===== config.mk =====
export PLATFORM = sky130hd
export DESIGN_NAME = car_sprite_blitter
export DESIGN_NICKNAME = d
export VERILOG_FILES = /design/src/rtl/car_gfx_pkg.sv /design/src/rtl/sprite_scan_counter.sv /design/src/rtl/car_sprite_blitter.sv
export SDC_FILE = /design/constraint.sdc
export NUM_CORES = 1
export LEC_CHECK = 0
export ABC_AREA = 1
export BUFFER_PORTS_ARGS = -buffer_cell sky130_fd_sc_hd__buf_2
export CAP_MARGIN = 30
export CORE_AREA = 2 2 87 89
export DETAILED_ROUTE_END_ITERATION = 12
export DIE_AREA = 0 0 89 91
export HOLD_SLACK_MARGIN = 0.06
export PLACE_DENSITY = 0.78
export SYNTH_ARGS = -nofsm -noshare
export SYNTH_HDL_FRONTEND = slang
export SYNTH_HIERARCHICAL = 1
export SYNTH_SLANG_ARGS = --single-unit

===== constraint.sdc =====
create_clock -name clk -period 2.31 [get_ports clk]
set_clock_uncertainty 0.15 [all_clocks]
set_input_delay 0.231 -clock clk [delete_from_list [all_inputs] [get_ports clk]]
set_output_delay 0.231 -clock clk [all_outputs]
set_load 0.005 [all_outputs]

===== src/rtl/car_gfx_pkg.sv =====
// Shared graphics constants for the car renderer: screen size, headings, colours and
// the blitter state encoding.
package car_gfx_pkg;

    localparam int unsigned SCREEN_W = 160;
    localparam int unsigned SCREEN_H = 120;

    // Headings, counter-clockwise from east.
    localparam logic [2:0] DIR_E  = 3'd0;
    localparam logic [2:0] DIR_NE = 3'd1;
    localparam logic [2:0] DIR_N  = 3'd2;
    localparam logic [2:0] DIR_NW = 3'd3;
    localparam logic [2:0] DIR_W  = 3'd4;
    localparam logic [2:0] DIR_SW = 3'd5;
    localparam logic [2:0] DIR_S  = 3'd6;
    localparam logic [2:0] DIR_SE = 3'd7;

    localparam logic [8:0] R = 9'h1C0;
    localparam logic [8:0] B = 9'h000;
    localparam logic [8:0] W = 9'h1FF;

    typedef enum logic [1:0] {StIdle, StRun, StDrain, StDone} blit_state_e;

endpackage


===== src/rtl/sprite_scan_counter.sv =====
// Row-major scan counter: column wraps at the scan width, then the row advances.
// Also tracks the linear index so no divide/modulo is needed for addressing.
module sprite_scan_counter #(
    parameter int unsigned CntW = 4,
    parameter int unsigned IdxW = 9
) (
    input  logic            clk,
    input  logic            resetn,
    input  logic            clear_i,
    input  logic            en_i,
    input  logic [CntW-1:0] width_i,
    input  logic [IdxW-1:0] n_i,
    output logic [CntW-1:0] r_o,
    output logic [CntW-1:0] c_o,
    output logic [IdxW-1:0] idx_o,
    output logic            last_o
);

    logic [CntW-1:0] r_q, c_q;
    logic [IdxW-1:0] idx_q;

    always_ff @(posedge clk) begin
        if (!resetn || clear_i) begin
            r_q   <= '0;
            c_q   <= '0;
            idx_q <= '0;
        end else if (en_i) begin
            idx_q <= idx_q + IdxW'(1);
            if (c_q == width_i - CntW'(1)) begin
                c_q <= '0;
                r_q <= r_q + CntW'(1);
            end else begin
                c_q <= c_q + CntW'(1);
            end
        end
    end

    assign r_o    = r_q;
    assign c_o    = c_q;
    assign idx_o  = idx_q;
    assign last_o = (idx_q == n_i - IdxW'(1));

endmodule


===== src/rtl/car_sprite_blitter.sv =====
// Rasterises a straight or diagonal car sprite from ROM into the VGA plot stream,
// with edge clipping, erase mode and a start/ready/done handshake.
module car_sprite_blitter
    import car_gfx_pkg::*;
#(
    parameter int unsigned X_SCREEN_PIXELS = SCREEN_W,
    parameter int unsigned Y_SCREEN_PIXELS = SCREEN_H,
    parameter int unsigned XW              = 8,
    parameter int unsigned YW              = 7,
    parameter int unsigned COLOUR_W        = 9,
    parameter int unsigned SW              = 8,
    parameter int unsigned SH              = 14,
    parameter int unsigned DS              = 15,
    parameter int unsigned BG_COLOUR       = 0,
    parameter int unsigned AW              = 9
) (
    input  logic                clk,
    input  logic                resetn,
    input  logic                start,
    input  logic [XW-1:0]       iX,
    input  logic [YW-1:0]       iY,
    input  logic [2:0]          dir,
    input  logic                iErase,
    output logic [AW-1:0]       rom_addr,
    input  logic [COLOUR_W:0]   rom_data,
    output logic                oReady,
    output logic [XW-1:0]       oX,
    output logic [YW-1:0]       oY,
    output logic [COLOUR_W-1:0] oColour,
    output logic                oPlot,
    output logic                oDone
);

    localparam int unsigned Dim1   = (SW > SH) ? SW : SH;
    localparam int unsigned MaxDim = (Dim1 > DS) ? Dim1 : DS;
    localparam int unsigned CntW   = $clog2(MaxDim + 1);
    localparam logic [AW-1:0] StraightN = AW'(SW * SH);
    localparam logic [AW-1:0] DiagN     = AW'(DS * DS);
    localparam logic [AW-1:0] DiagBase  = AW'(SW * SH);

    blit_state_e state_q, state_d;
    logic accept, cnt_clear, cnt_en, cnt_last;
    logic diag_in, transpose_in;

    logic [XW-1:0]       x0_q;
    logic [YW-1:0]       y0_q;
    logic                transpose_q, erase_q;
    logic [AW-1:0]       base_q, n_q, idx;
    logic [CntW-1:0]     width_q, r, c, x_off, y_off;
    logic [XW:0]         x_sum, s1_x_q;
    logic [YW:0]         y_sum, s1_y_q;
    logic                s1_valid_q;
    logic                plot_q, plot_d;
    logic [XW-1:0]       x_q;
    logic [YW-1:0]       y_q;
    logic [COLOUR_W-1:0] colour_q, colour_d;

    always_comb begin
        diag_in      = 1'b0;
        transpose_in = 1'b0;
        unique case (dir)
            DIR_E, DIR_W:   transpose_in = 1'b1;
            DIR_N, DIR_S:   transpose_in = 1'b0;
            DIR_NE, DIR_SW: diag_in = 1'b1;
            DIR_NW, DIR_SE: begin
                diag_in      = 1'b1;
                transpose_in = 1'b1;
            end
        endcase
    end

    always_ff @(posedge clk) begin
        if (!resetn) state_q <= StIdle;
        else         state_q <= state_d;
    end

    always_comb begin
        state_d   = state_q;
        cnt_clear = 1'b0;
        cnt_en    = 1'b0;
        accept    = 1'b0;
        unique case (state_q)
            StIdle: begin
                if (start) begin
                    accept    = 1'b1;
                    cnt_clear = 1'b1;
                    state_d   = StRun;
                end
            end
            StRun: begin
                cnt_en = 1'b1;
                if (cnt_last) state_d = StDrain;
            end
            StDrain: state_d = StDone;
            StDone:  state_d = StIdle;
        endcase
    end

    sprite_scan_counter #(
        .CntW (CntW),
        .IdxW (AW)
    ) u_scan (
        .clk     (clk),
        .resetn  (resetn),
        .clear_i (cnt_clear),
        .en_i    (cnt_en),
        .width_i (width_q),
        .n_i     (n_q),
        .r_o     (r),
        .c_o     (c),
        .idx_o   (idx),
        .last_o  (cnt_last)
    );

    // Horizontal and down-right headings reuse the other image with rows/columns swapped.
    assign x_off = transpose_q ? r : c;
    assign y_off = transpose_q ? c : r;
    assign x_sum = {1'b0, x0_q} + (XW+1)'(x_off);
    assign y_sum = {1'b0, y0_q} + (YW+1)'(y_off);

    assign plot_d = s1_valid_q && rom_data[COLOUR_W] &&
                    (s1_x_q < (XW+1)'(X_SCREEN_PIXELS)) &&
                    (s1_y_q < (YW+1)'(Y_SCREEN_PIXELS));
    assign colour_d = erase_q ? COLOUR_W'(BG_COLOUR) : rom_data[COLOUR_W-1:0];

    always_ff @(posedge clk) begin
        if (!resetn) begin
            x0_q        <= '0;
            y0_q        <= '0;
            transpose_q <= 1'b0;
            erase_q     <= 1'b0;
            base_q      <= '0;
            n_q         <= '0;
            width_q     <= '0;
            s1_valid_q  <= 1'b0;
            s1_x_q      <= '0;
            s1_y_q      <= '0;
            plot_q      <= 1'b0;
            x_q         <= '0;
            y_q         <= '0;
            colour_q    <= '0;
        end else begin
            if (accept) begin
                x0_q        <= iX;
                y0_q        <= iY;
                transpose_q <= transpose_in;
                erase_q     <= iErase;
                base_q      <= diag_in ? DiagBase : '0;
                n_q         <= diag_in ? DiagN : StraightN;
                width_q     <= diag_in ? CntW'(DS) : CntW'(SW);
            end
            // Stage 1 holds the coordinate of the pixel whose ROM word arrives now.
            s1_valid_q <= (state_q == StRun);
            s1_x_q     <= x_sum;
            s1_y_q     <= y_sum;
            plot_q     <= plot_d;
            x_q        <= s1_x_q[XW-1:0];
            y_q        <= s1_y_q[YW-1:0];
            colour_q   <= colour_d;
        end
    end

    assign rom_addr = base_q + idx;
    assign oReady   = (state_q == StIdle);
    assign oDone    = (state_q == StDone);
    assign oPlot    = plot_q;
    assign oX       = x_q;
    assign oY       = y_q;
    assign oColour  = colour_q;

endmodule


==> metrics.log, run 1 <==
INFO  metric outcome = completed
INFO  metric crit_required = about 1.9 ns
INFO  metric cts_root_buf = sky130_fd_sc_hd__clkbuf_8
INFO  metric cpPeakStageDelay = 0.36 ns
INFO  metric crit_chain = buf_6 > ha_1 > inv_1 > fa_2 > o21ai_2 > xor2_1 > buf_2
INFO  metric maxClockFrequency = 0.462 GHz
INFO  metric grt_setup_unrepaired = false
INFO  metric timing.reg2reg.worst_path_depth = 13
INFO  metric globalplace.congestion = 0.890
INFO  metric fin_hold_ws = between 0.1 and 0.15 ns
INFO  metric r2r_start = width_q[2]$_SDFFE_PN0P_
INFO  metric crit_fanout = 4
INFO  metric port_buffers = between 60 and 70
INFO  metric tns = 0 ns
INFO  metric die_area = between 8000 and 9000 um2
INFO  metric clk_transition_reported_paths = around 0.08 ns
INFO  metric timing.critical_path.to_type = primary output
INFO  metric timing.critical_path.arrival = around 1.8 ns
INFO  metric gr-usage-all-layers = 0.242
INFO  metric post-route-drc-count = 0
INFO  metric number_of_global_route_vias_before_repair = between 3000 and 4000
INFO  metric wirelength = slightly above 9 mm
INFO  metric period_minus_slack = 2.17 ns
INFO  metric post-place-ws = around 0.19 ns
INFO  metric core_region_area = a little over 7000 um2
INFO  metric crit_end = rom_addr[8]
INFO  metric finalMaxSlewViolations = 0
INFO  metric power.density = 837 nW/um2
INFO  metric synthesized_area_per_cell = roughly 7 um2
INFO  metric viasPerCell = 4.88
INFO  metric cts_tree = built
INFO  metric critPathLaunch = width_q[2]$_SDFFE_PN0P_
INFO  metric die_w = 89 um
INFO  metric clk_latency = ~0.35 ns
INFO  metric hold_class = in -> reg
INFO  metric ctsLongestPathBuffers = 2
INFO  metric globalRoute.totalOverflow = 0
INFO  metric first_pass_iters = 4
INFO  metric drv_cap = 0
INFO  metric reg2reg_setup_slack = around 0.18 ns
INFO  metric final_report_setup_violation_count = 0
INFO  metric 1st_iter_drt_viols = 113
INFO  metric crit_slowest_cell = sky130_fd_sc_hd__fa_2
INFO  metric maximum_number_of_pins_on_one_net_before_global_route_repair = 36
INFO  metric grt_pass1_wl = approximately 16 mm
INFO  metric drive_gt1_frac = 0.165
INFO  metric worst_ir_drop_vdd = between 0.0004 and 0.0005 V
INFO  metric wl_per_cell = approximately 12 um
INFO  metric timing.critical_path.from_type = register
INFO  metric synthCells = 553
INFO  metric layout.nets = just over 700
INFO  metric final_design_area_no_fill = 4940 um2
INFO  metric dpl-instance-area = 4390 um2
INFO  metric ys_warn_count = 6
INFO  metric number_of_antenna_violations_at_the_first_check_in_global_routing = 0
INFO  metric fin_ws = 0.145 ns
INFO  metric ys_seq_elements = approximately 80
INFO  metric vias = between 3000 and 4000
INFO  metric seq_area_frac_synth = 0.419
INFO  metric cts.htree.levels = 3
INFO  metric critical_path.reg2reg.endpoint = state_q[0]$_SDFFE_PN0P_
INFO  metric layout-area-overhead-vs-synth = 26.2%
INFO  metric effective_utilization_at_floorplan = 0.549
INFO  metric worst-setup-path-type = reg -> out
INFO  metric synth_cell_types = 31
INFO  metric syn-cell-area = 3920 um2
INFO  metric drtAntennaViolNets = 0
INFO  metric post-route-period-util = 0.937
INFO  metric half_perimeter_wire_length_after_placement = a little over 6 mm
INFO  metric boundaryPins = between 60 and 70
INFO  metric tritoncts.num_buffers = 9
INFO  metric leakage_power_figure = between 2 and 3 nW
INFO  metric final_total_power = 4.13 mW
INFO  metric dieHeight = about 91 um
INFO  metric clkSinkCount = 82
INFO  metric core.rowCount = 31
INFO  metric final_hold_violation_count = 0
-- kinds of logic (layout without fill, tap and decap cells) --
logic type	count (synthesis)	in the layout	synth area share
simple gates	263	263	0.281
buf+inv	103	211	0.105
flops	82	82	0.419
fa+ha+maj	23	23	0.0793
other cells	1	9	0.000958
xor+xnor	8	8	0.0179
compound gates	73	73	0.0965
-- cell type report --
type | instances | area [um2]
inverter | 90 | 338
multi-input combinational | 375 | 1910
antenna | 1 | 2.50
tap | 99 | 124
sequential | 82 | 1640
timing repair buffer | 105 | 697
fill | 591 | 2200
clock inverter | 6 | 88.8
clock buffer | 10 | 138
-- cells in the final DEF (no fill, tap or decap), drive strengths merged, types with 9 or more instances in the layout --
| cell | instances |
|---|---|
| a21oi | 34 |
| buf | 77 |
| clkbuf | 10 |
| dfxtp | 82 |
| dlygate4sd3 | 28 |
| ha | 20 |
| inv | 91 |
| nand2 | 134 |
| nand3 | 32 |
| nand4 | 9 |
| nor2 | 75 |
| o21ai | 35 |
-- power breakdown --
part / internal, mW / switching, mW / leakage (nW) / total, mW
clock network: 0.640 / 0.526 / 0.109 / 1.17
registers: 1.64 / 0.168 / 0.672 / 1.81
logic: 0.464 / 0.696 / 1.78 / 1.16
total: 2.74 / 1.39 / 2.56 / 4.13
-- per-layer routing --
layer / routed length [um] / vias to the layer above / track usage
met5: 0 / - / 0
li1: - / 1936 / -
met4: 287 / 0 / 0.103
met2: 4820 / 92 / 0.432
met3: 329 / 24 / 0.0527
met1: 3730 / 1698 / 0.270
-- Yosys cell counts --
| library cell | count | share of area |
|---|---|---|
| sky130_fd_sc_hd__nor2_2 | 3 | 0.0048 |
| sky130_fd_sc_hd__nand2_1 | 133 | 0.13 |
| sky130_fd_sc_hd__or2_4 | 1 | 0.0022 |
| sky130_fd_sc_hd__and2_1 | 1 | 0.0016 |
| sky130_fd_sc_hd__or2_2 | 2 | 0.0032 |
| sky130_fd_sc_hd__fa_1 | 3 | 0.015 |
| sky130_fd_sc_hd__nor3_1 | 4 | 0.0051 |
| sky130_fd_sc_hd__nor3_2 | 2 | 0.0051 |
| sky130_fd_sc_hd__buf_2 | 8 | 0.010 |
| sky130_fd_sc_hd__o21ai_0 | 35 | 0.045 |
| sky130_fd_sc_hd__dfxtp_1 | 82 | 0.42 |
| sky130_fd_sc_hd__nand3b_1 | 1 | 0.0019 |
| sky130_fd_sc_hd__nor4_1 | 1 | 0.0016 |
| sky130_fd_sc_hd__a21oi_1 | 33 | 0.042 |
| sky130_fd_sc_hd__ha_1 | 20 | 0.064 |
| sky130_fd_sc_hd__inv_1 | 90 | 0.086 |
| sky130_fd_sc_hd__clkbuf_8 | 1 | 0.0035 |
| sky130_fd_sc_hd__o211ai_1 | 1 | 0.0019 |
| sky130_fd_sc_hd__xnor2_1 | 3 | 0.0067 |
| sky130_fd_sc_hd__xor2_1 | 5 | 0.011 |
| sky130_fd_sc_hd__nand2_2 | 1 | 0.0016 |
| sky130_fd_sc_hd__nor2_1 | 72 | 0.069 |
| sky130_fd_sc_hd__and2_4 | 1 | 0.0022 |
| sky130_fd_sc_hd__buf_4 | 1 | 0.0019 |
| sky130_fd_sc_hd__a21oi_2 | 1 | 0.0022 |
| sky130_fd_sc_hd__a31oi_1 | 1 | 0.0016 |
| sky130_fd_sc_hd__nand4_1 | 9 | 0.014 |
| sky130_fd_sc_hd__nand3_1 | 32 | 0.041 |
| sky130_fd_sc_hd__conb_1 | 1 | 0.00096 |
| sky130_fd_sc_hd__clkbuf_1 | 3 | 0.0029 |
| sky130_fd_sc_hd__o21a_1 | 2 | 0.0038 |
-- worst min-delay path by stage --
stage	from	end	cells past startpoint
final	start	state_q[1]$_SDFFE_PN0P_	3
after global routing	start	state_q[1]$_SDFFE_PN0P_	3
after CTS	resetn	s1_y_q[0]$_SDFF_PN0_	3
after detailed placement	s1_y_q[1]$_SDFF_PN0_	oY[1]$_SDFF_PN0_	2
after global placement	s1_x_q[8]$_SDFF_PN0_	oPlot$_SDFF_PN0_	1
after floorplan	dir[0]	n_q[4]$_SDFFE_PN0P_	1
-- sequential cells by signal, indices dropped and copies added, names as in the netlist, 2 cells and up --
register,cells
n_q,2
oColour,9
oX,8
oY,7
s1_x_q,9
s1_y_q,8
state_q,2
u_scan/c_o,4
u_scan/idx_o,9
u_scan/r_o,4
x0_q,8
y0_q,7
-- metrics by stage --
stage,util,instances
after detailed placement,0.615,721
final,0.692,768
after global placement,0.615,721
after CTS,0.689,767
after floorplan,-,560
after global routing,0.692,767
-- repair_timing --
item / 4_1_cts / 5_1_grt
resized for setup: 3 / 8
endpoints found under the hold margin: 29 / 0
buffers inserted: 2 / 0
setup endpoints to repair: 1 / 4
hold buffers: 28 / 0
pin swaps: 1 / 0
-- critical path, delay by kind of cell, from the launching register on --
family / cells / cell delay, ns
compound gates: 1 / 0.13
buf+inv: 3 / 0.29
flops: 1 / 0.34
fa+ha+maj: 2 / 0.53
xor+xnor: 1 / 0.14
No activity file was read; power rests on OpenSTA's default activity.
==> run 2, diff against run 1 <==
- BUFFER_PORTS_ARGS: -buffer_cell sky130_fd_sc_hd__buf_2 -> default
- CORE_AREA: 2 2 87 89 -> 2 2 88 90
- DIE_AREA: 0 0 89 91 -> 0 0 90 92
- DONT_BUFFER_PORTS: default -> 1
- PLACE_DENSITY: 0.78 -> 0.71
==> run 2 against run 1 <==
Compared with the run above: non-clock buffer count down 60; combinational power is 9% lower; count of clock-buffer cells in the layout unchanged; critical path depth is 1 lower; critical path type unchanged; highest routed layer unchanged; final cell count is 7.6% lower; design area fell by 5.3%; via count fell by 7.1%; die area up 2.2%; flip-flop and latch count is the same; setup slack lost 0.029 ns; global-route usage is 3.6 points lower.
==> metrics.log, run 2 (synthesis results as in run 1) <==
INFO  metric outcome = completed (unchanged)
INFO  metric antenna_cells_inserted = 0 (was 1)
INFO  metric crit_required = 1.93 ns (about the same)
INFO  metric timing.critical_path.from_type = register (unchanged)
INFO  metric wl_per_cell = 11.5 um (was 11.9 um)
INFO  metric cts_tree = built (unchanged)
INFO  metric wirelength = 8.19 mm (was 9.16 mm)
INFO  metric timing.critical_path.arrival = 1.81 ns (was 1.78 ns)
INFO  metric drtAntennaViolNets = 0 (unchanged)
INFO  metric maxClockFrequency = 0.456 GHz (was 0.462 GHz)
INFO  metric timing.critical_path.to_type = primary output (unchanged)
INFO  metric finished_layout_cells = 710 (was 768)
INFO  metric final_total_power = 4.06 mW (was 4.13 mW)
INFO  metric worst-setup-path-type = reg -> out (unchanged)
INFO  metric clk_latency = 0.35 ns (about the same)
INFO  metric half_perimeter_wire_length_after_placement = 5.69 mm (was 6.23 mm)
INFO  metric final_report_setup_violation_count = 0 (unchanged)
INFO  metric core.rowCount = 32 (was 31)
INFO  metric boundaryPins = 68 (unchanged)
INFO  metric crit_fanout = 6 (was 4)
INFO  metric gr-usage-all-layers = 0.206 (was 0.242)
INFO  metric numPlacedInstances = 657 (was 721)
INFO  metric layout-area-overhead-vs-synth = 19.4% (was 26.2%)
INFO  metric clk_transition_reported_paths = 0.09 ns (was 0.08 ns)
INFO  metric grt_pass1_wl = 14.0 mm (was 15.6 mm)
INFO  metric mostFrequentLayoutCell = sky130_fd_sc_hd__nand2_1 (unchanged)
INFO  metric final_design_area_no_fill = 4680 um2 (was 4940 um2)
INFO  metric port_buffers = 0 (was 66)
INFO  metric globalplace.congestion = 0.790 (was 0.890)
INFO  metric num-fill-cells = 675 (was 591)
INFO  metric cts_root_buf = sky130_fd_sc_hd__clkbuf_8 (unchanged)
INFO  metric number_of_global_route_vias_before_repair = 3314 (was 3677)
INFO  metric cts.htree.levels = 3 (unchanged)
INFO  metric worst_ir_drop_vdd = 0.000584 V (was 0.000404 V)
INFO  metric 1st_iter_drt_viols = 133 (was 113)
INFO  metric mostFrequentLayoutCells = sky130_fd_sc_hd__nand2_1, sky130_fd_sc_hd__inv_1, sky130_fd_sc_hd__dfxtp_1, sky130_fd_sc_hd__nor2_1, sky130_fd_sc_hd__a21oi_1 (was sky130_fd_sc_hd__nand2_1, sky130_fd_sc_hd__inv_1, sky130_fd_sc_hd__dfxtp_1, sky130_fd_sc_hd__nor2_1, sky130_fd_sc_hd__buf_2)
INFO  metric timing.critical_path.max_delay_family = adder cells (unchanged)
INFO  metric die_area = 8280 um2 (was 8100 um2)
INFO  metric final_hold_violation_count = 0 (unchanged)
INFO  metric first_pass_iters = 4 (unchanged)
INFO  metric die_w = 90 um (was 89 um)
INFO  metric vias = 3483 (was 3750)
INFO  metric cpPeakStageDelay = 0.41 ns (was 0.36 ns)
INFO  metric layout.nets = 658 (was 718)
INFO  metric number_of_antenna_violations_at_the_first_check_in_global_routing = 0 (unchanged)
INFO  metric post-route-period-util = 0.950 (was 0.937)
INFO  metric leakage_power_figure = 2.30 nW (was 2.56 nW)
INFO  metric post-route-drc-count = 0 (unchanged)
INFO  metric drv_cap = 0 (unchanged)
INFO  metric power.density = 868 nW/um2 (was 837 nW/um2)
INFO  metric tns = 0 ns (unchanged)
INFO  metric hold_class = in -> reg (unchanged)
INFO  metric cp.buffers_inverters = 2 (was 3)
INFO  metric dieHeight = 92 um (was 91 um)
INFO  metric maximum_number_of_pins_on_one_net_before_global_route_repair = 53 (was 36)
INFO  metric ctsLongestPathBuffers = 2 (unchanged)
INFO  metric crit_slowest_cell = sky130_fd_sc_hd__fa_1 (was sky130_fd_sc_hd__fa_2)
INFO  metric finalMaxSlewViolations = 0 (unchanged)
INFO  metric period_minus_slack = 2.19 ns (was 2.17 ns)
INFO  metric tritoncts.num_buffers = 9 (unchanged)
INFO  metric dpl-instance-area = 4060 um2 (was 4390 um2)
INFO  metric drive_gt1_frac = 0.0740 (was 0.165)
INFO  metric effective_utilization_at_floorplan = 0.526 (was 0.549)
INFO  metric globalRoute.totalOverflow = 0 (unchanged)
INFO  metric crit_chain = buf_6 > ha_1 > inv_1 > fa_1 > o21ai_2 > xor2_1 (was buf_6 > ha_1 > inv_1 > fa_2 > o21ai_2 > xor2_1 > buf_2)
INFO  metric viasPerCell = 4.91 (was 4.88)
INFO  metric core_region_area = 7450 um2 (was 7140 um2)
INFO  metric clkSinkCount = 82 (unchanged)
INFO  metric final_util = 0.628 (was 0.692)
run 2: worst register-to-register path: stages, from the launching register on:
cell and delay [ns]:
sky130_fd_sc_hd__dfxtp_1 0.37, sky130_fd_sc_hd__inv_1 0.09, sky130_fd_sc_hd__ha_1 0.25, sky130_fd_sc_hd__nand2_1 0.09, sky130_fd_sc_hd__inv_1 0.06, sky130_fd_sc_hd__buf_4 0.20, sky130_fd_sc_hd__o21ai_0 0.19, sky130_fd_sc_hd__a21oi_1 0.06
sky130_fd_sc_hd__dlygate4sd3_1 0.56
run 2: timing repair:
item | 4_1_cts | 5_1_grt
resized for setup | 2 | 8
hold endpoints to repair | 63 | 1
setup buffers | 0 | 4
setup endpoints to repair | 1 | 3
hold buffers | 32 | 1
pin swaps | 0 | 1
run 2: per-stage QoR:
step	hold WS (ns)	setup slack (ns)
global placement	0.172	0.263
global route	0.138	-0.00328
finish	0.117	0.115
detailed placement	0.187	0.146
CTS	0.0629	0.00765
floorplan	0.170	0.167
run 2: metal layers:
layer | global-route usage | up-vias | share of wire
li1 | - | 1815 | -
met1 | 0.229 | 1575 | 0.44
met2 | 0.374 | 76 | 0.50
met3 | 0.0452 | 17 | 0.039
met4 | 0.0949 | 0 | 0.022
met5 | 0 | - | 0
run 2: final timing paths:
check	start	to	depth (start not counted)	slack (ns)
max	width_q[2]$_SDFFE_PN0P_	rom_addr[8]	6	0.12
min	resetn	u_scan/idx_o[4]$_SDFFE_PP0P_	5	0.12
max reg2reg	state_q[0]$_SDFFE_PN0P_	n_q[4]$_SDFFE_PN0P_	8	0.18
min reg2reg	s1_x_q[8]$_SDFF_PN0_	oPlot$_SDFF_PN0_	1	0.25
run 2: layout make-up:
class                      instances  area (um2)  share of cell area
multi-input combinational        375        1900               0.406
sequential                        82        1640               0.352
timing repair buffer              45         434              0.0929
inverter                          90         338              0.0723
clock buffer                      10         138              0.0294
tap                              102         128              0.0273
clock inverter                     6        96.3              0.0206
run 2: report_power, final:
part           switching, mW  total, mW  leakage (nW)  internal (mW)
Sequential             0.174       1.82         0.672           1.64
Combinational          0.640       1.05          1.51          0.413
Clock                  0.539       1.19         0.115          0.653
==> run 3, diff against run 2 <==
- ABC_AREA: 1 -> 0
- CORE_AREA: 2 2 88 90 -> 3 3 86 88
- DIE_AREA: 0 0 90 92 -> 0 0 89 91
==> run 3 against run 2 <==
Compared with the run above: worst hold slack better by 0.053 ns; clock power decreased by 21%; flip-flop and latch count unchanged; final cell count fell by 19%; non-clock buffer count increased by 35; highest routed layer unchanged; maximum frequency shrank 4.2%; routed wire length up 4.8%.
==> metrics.log, run 3 <==
INFO  metric cts_root_buf = sky130_fd_sc_hd__clkbuf_8 (unchanged)
INFO  metric ys_warn_count = 6 (unchanged)
INFO  metric final_report_setup_violation_count = 0 (unchanged)
INFO  metric worst_hold_end = width_q[2]$_SDFFE_PN0P_ (was u_scan/idx_o[4]$_SDFFE_PP0P_)
INFO  metric clk_transition_reported_paths = 0.08 ns (was 0.09 ns)
INFO  metric grt_pass1_wl = 14.5 mm (was 14.0 mm)
INFO  metric die_area = 8100 um2 (was 8280 um2)
INFO  metric dpl-instance-area = 3970 um2 (was 4060 um2)
INFO  metric half_perimeter_wire_length_after_placement = 5.48 mm (was 5.69 mm)
INFO  metric boundaryPins = 68 (unchanged)
INFO  metric clk_latency = 0.36 ns (was 0.35 ns)
INFO  metric globalRoute.totalOverflow = 0 (unchanged)
INFO  metric synthesized_area_per_cell = 9.11 um2 (was 7.08 um2)
INFO  metric core_region_area = 6720 um2 (was 7450 um2)
INFO  metric core.rowCount = 30 (was 32)
INFO  metric post_synthesis_share_of_cell_area_spent_on_xor_and_xnor_gates = 0.0754 (was 0.0179)
INFO  metric asyncSetResetFlopFracSynth = 0 (unchanged)
INFO  metric largest_family_of_logic_cells_by_synthesized_area = simple AND/OR/NAND/NOR gates (unchanged)
INFO  metric post-route-drc-count = 0 (unchanged)
INFO  metric outcome = completed (unchanged)
INFO  metric final_total_power = 3.84 mW (was 4.06 mW)
INFO  metric worst-setup-path-type = reg -> reg (was reg -> out)
INFO  metric ctsLongestPathBuffers = 2 (unchanged)
INFO  metric post-place-ws = -0.107 ns (was 0.146 ns)
INFO  metric leakage_power_figure = 2.02 nW (was 2.30 nW)
INFO  metric numPlacedInstances = 507 (was 657)
INFO  metric crit_fanout = 4 (was 6)
INFO  metric yosys.area_share.adder = 0.0843 (was 0.0793)
INFO  metric cts.htree.levels = 3 (unchanged)
INFO  metric maxClockFrequency = 0.437 GHz (was 0.456 GHz)
INFO  metric slew_headroom = 0.494
INFO  metric hold_path.startpoint = start (was resetn)
INFO  metric timing.reg2reg.worst_path_depth = 11 (was 8)
INFO  metric final_util = 0.713 (was 0.628)
INFO  metric syn-cell-area = 3680 um2 (was 3920 um2)
INFO  metric worst_ir_drop_vdd = 0.000449 V (was 0.000584 V)
INFO  metric mostFrequentLayoutCells = sky130_fd_sc_hd__dfxtp_1, sky130_fd_sc_hd__dlygate4sd3_1, sky130_fd_sc_hd__nand2_1, sky130_fd_sc_hd__a21oi_1, sky130_fd_sc_hd__and2_1 (was sky130_fd_sc_hd__nand2_1, sky130_fd_sc_hd__inv_1, sky130_fd_sc_hd__dfxtp_1, sky130_fd_sc_hd__nor2_1, sky130_fd_sc_hd__a21oi_1)
INFO  metric worst_slew_pin_slew = 0.759 ns
INFO  metric first_pass_iters = 4 (unchanged)
INFO  metric synth.most_common_cell = sky130_fd_sc_hd__dfxtp_1 (was sky130_fd_sc_hd__nand2_1)
INFO  metric finalMaxSlewViolations = 0 (unchanged)
INFO  metric viasPerCell = 5.33 (was 4.91)
INFO  metric number_of_global_route_vias_before_repair = 3156 (was 3314)
INFO  metric tns = 0 ns (unchanged)
INFO  metric hold_class = in -> reg (unchanged)
INFO  metric fin_ws = 0.0202 ns (was 0.115 ns)
INFO  metric critical_path.reg2reg.endpoint = state_q[1]$_SDFFE_PN0P_ (was n_q[4]$_SDFFE_PN0P_)
INFO  metric 1st_iter_drt_viols = 126 (was 133)
INFO  metric synthCells = 404 (was 553)
INFO  metric vias = 3076 (was 3483)
INFO  metric synth_compound_area_frac = 0.115 (was 0.0965)
INFO  metric gr-usage-all-layers = 0.230 (was 0.206)
INFO  metric ys.flop_type = sky130_fd_sc_hd__dfxtp_1 (unchanged)
INFO  metric drive_gt1_frac = 0.151 (was 0.0740)
INFO  metric port_buffers = 0 (unchanged)
INFO  metric synth_top_cell_by_area = sky130_fd_sc_hd__dfxtp_1 (unchanged)
INFO  metric wirelength = 8.58 mm (was 8.19 mm)
INFO  metric ys_top_cells_by_count = sky130_fd_sc_hd__dfxtp_1, sky130_fd_sc_hd__nand2_1, sky130_fd_sc_hd__a21oi_1 (was sky130_fd_sc_hd__nand2_1, sky130_fd_sc_hd__inv_1, sky130_fd_sc_hd__dfxtp_1)
INFO  metric dieHeight = 91 um (was 92 um)
INFO  metric finished_layout_cells = 577 (was 710)
INFO  metric yosys-mux-area-fraction = 0.0381 (was 0)
INFO  metric layout.nets = 547 (was 658)
INFO  metric r2r_start = width_q[2]$_SDFFE_PN0P_ (was state_q[0]$_SDFFE_PN0P_)
INFO  metric reg2reg_setup_slack = 0.02 ns (was 0.18 ns)
INFO  metric synth_cell_types = 48 (was 31)
INFO  metric timing.critical_path.to_type = register (was primary output)
INFO  metric die_w = 89 um (was 90 um)
INFO  metric wl_per_cell = 14.9 um (was 11.5 um)
INFO  metric maximum_number_of_pins_on_one_net_before_global_route_repair = 21 (was 53)
INFO  metric timing.critical_path.from_type = register (unchanged)
INFO  metric tritoncts.num_buffers = 9 (unchanged)
INFO  metric final_hold_violation_count = 0 (unchanged)
INFO  metric synth_area_leaders = sky130_fd_sc_hd__dfxtp_1, sky130_fd_sc_hd__ha_1, sky130_fd_sc_hd__nand2_1, sky130_fd_sc_hd__and2_1, sky130_fd_sc_hd__a21oi_1 (was sky130_fd_sc_hd__dfxtp_1, sky130_fd_sc_hd__nand2_1, sky130_fd_sc_hd__inv_1, sky130_fd_sc_hd__nor2_1, sky130_fd_sc_hd__ha_1)
INFO  metric antenna_cells_inserted = 0 (unchanged)
INFO  metric final_design_area_no_fill = 4790 um2 (was 4680 um2)
INFO  metric effective_utilization_at_floorplan = 0.548 (was 0.526)
INFO  metric yosys.area.top_type_share = 0.446 (was 0.419)
INFO  metric globalplace.congestion = 0.912 (was 0.790)
INFO  metric cts_tree = built (unchanged)
INFO  metric timing.critical_path.arrival = 2.38 ns (was 1.81 ns)
INFO  metric fin_hold_ws = 0.171 ns (was 0.117 ns)
INFO  metric number_of_antenna_violations_at_the_first_check_in_global_routing = 0 (unchanged)
INFO  metric seq_area_frac_synth = 0.446 (was 0.419)
INFO  metric drv_cap = 0 (unchanged)
INFO  metric synth-simple-area-share = 0.207 (was 0.281)
INFO  metric whs_path_depth = 4 (was 5)
INFO  metric period_minus_slack = 2.29 ns (was 2.19 ns)
INFO  metric post-route-period-util = 0.991 (was 0.950)
INFO  metric synth-edff-count = 0 (unchanged)
INFO  metric crit_required = 2.40 ns (was 1.93 ns)
INFO  metric grt_setup_unrepaired = true
INFO  metric clkSinkCount = 82 (unchanged)
INFO  metric layout-area-overhead-vs-synth = 30.0% (was 19.4%)
INFO  metric mostFrequentLayoutCell = sky130_fd_sc_hd__dfxtp_1 (was sky130_fd_sc_hd__nand2_1)
INFO  metric ys_seq_elements = 82 (unchanged)
INFO  metric power.density = 801 nW/um2 (was 868 nW/um2)
INFO  metric drtAntennaViolNets = 0 (unchanged)
-- run 3: critical path: stages (launching register included) --
cell and delay, ns:
sky130_fd_sc_hd__dfxtp_4 0.36, sky130_fd_sc_hd__inv_2 0.06, sky130_fd_sc_hd__ha_4 0.12, sky130_fd_sc_hd__and4bb_2 0.29, sky130_fd_sc_hd__mux2i_1 0.19, sky130_fd_sc_hd__o31ai_1 0.09
sky130_fd_sc_hd__a2111oi_2 0.31, sky130_fd_sc_hd__buf_4 0.16, sky130_fd_sc_hd__nor2b_2 0.04, sky130_fd_sc_hd__a21oi_2 0.14, sky130_fd_sc_hd__mux2i_1 0.20, sky130_fd_sc_hd__nor2_1 0.06
-- run 3: how the worst max path moves through the flow --
stage,from,end,cells past startpoint
4_1_cts,width_q[2]$_SDFFE_PN0P_,state_q[1]$_SDFFE_PN0P_,11
6_report,width_q[2]$_SDFFE_PN0P_,state_q[1]$_SDFFE_PN0P_,11
2_1_floorplan,width_q[2]$_SDFFE_PN0P_,state_q[1]$_SDFFE_PN0P_,10
3_3_place_gp,width_q[2]$_SDFFE_PN0P_,state_q[1]$_SDFFE_PN0P_,11
3_5_place_dp,width_q[2]$_SDFFE_PN0P_,state_q[1]$_SDFFE_PN0P_,10
5_1_grt,width_q[2]$_SDFFE_PN0P_,state_q[1]$_SDFFE_PN0P_,11
-- run 3: routing by layer --
layer / routed length, um / GRT usage
met5: 0 / 0
met4: 147 / 0.0620
met3: 439 / 0.0708
met2: 4250 / 0.377
met1: 3740 / 0.289
-- run 3: cell families (layout without fill, tap and decap cells) --
kind of cell,after synthesis,after routing
compound gates,71,71
xor+xnor,30,30
fa+ha+maj,23,23
buf+inv,32,115
flops,82,82
mux,13,13
other cells,1,11
simple gates,152,152
-- run 3: timing repair --
item	CTS	global route
hold buffers	53	0
gates resized for setup	11	14
buffers inserted	1	0
pin swaps	7	4
endpoints found under the hold margin	56	0
endpoints found under the setup margin	5	11
-- run 3: power breakdown --
group	internal, mW	total, mW	switching, mW
registers	1.59	1.72	0.131
clock network	0.402	0.937	0.535
logic	0.543	1.18	0.638
total	2.53	3.84	1.30
-- run 3: final cells by class --
class                   instances  area, um2
multi-input cells             300       2050
flip-flops and latches         82       1650
clock inverters                 6       50.0
inverters                      19       71.3
well taps                      80        100
fillers                       493       1930
clock buffers                  10        128
repair buffers                 80        741
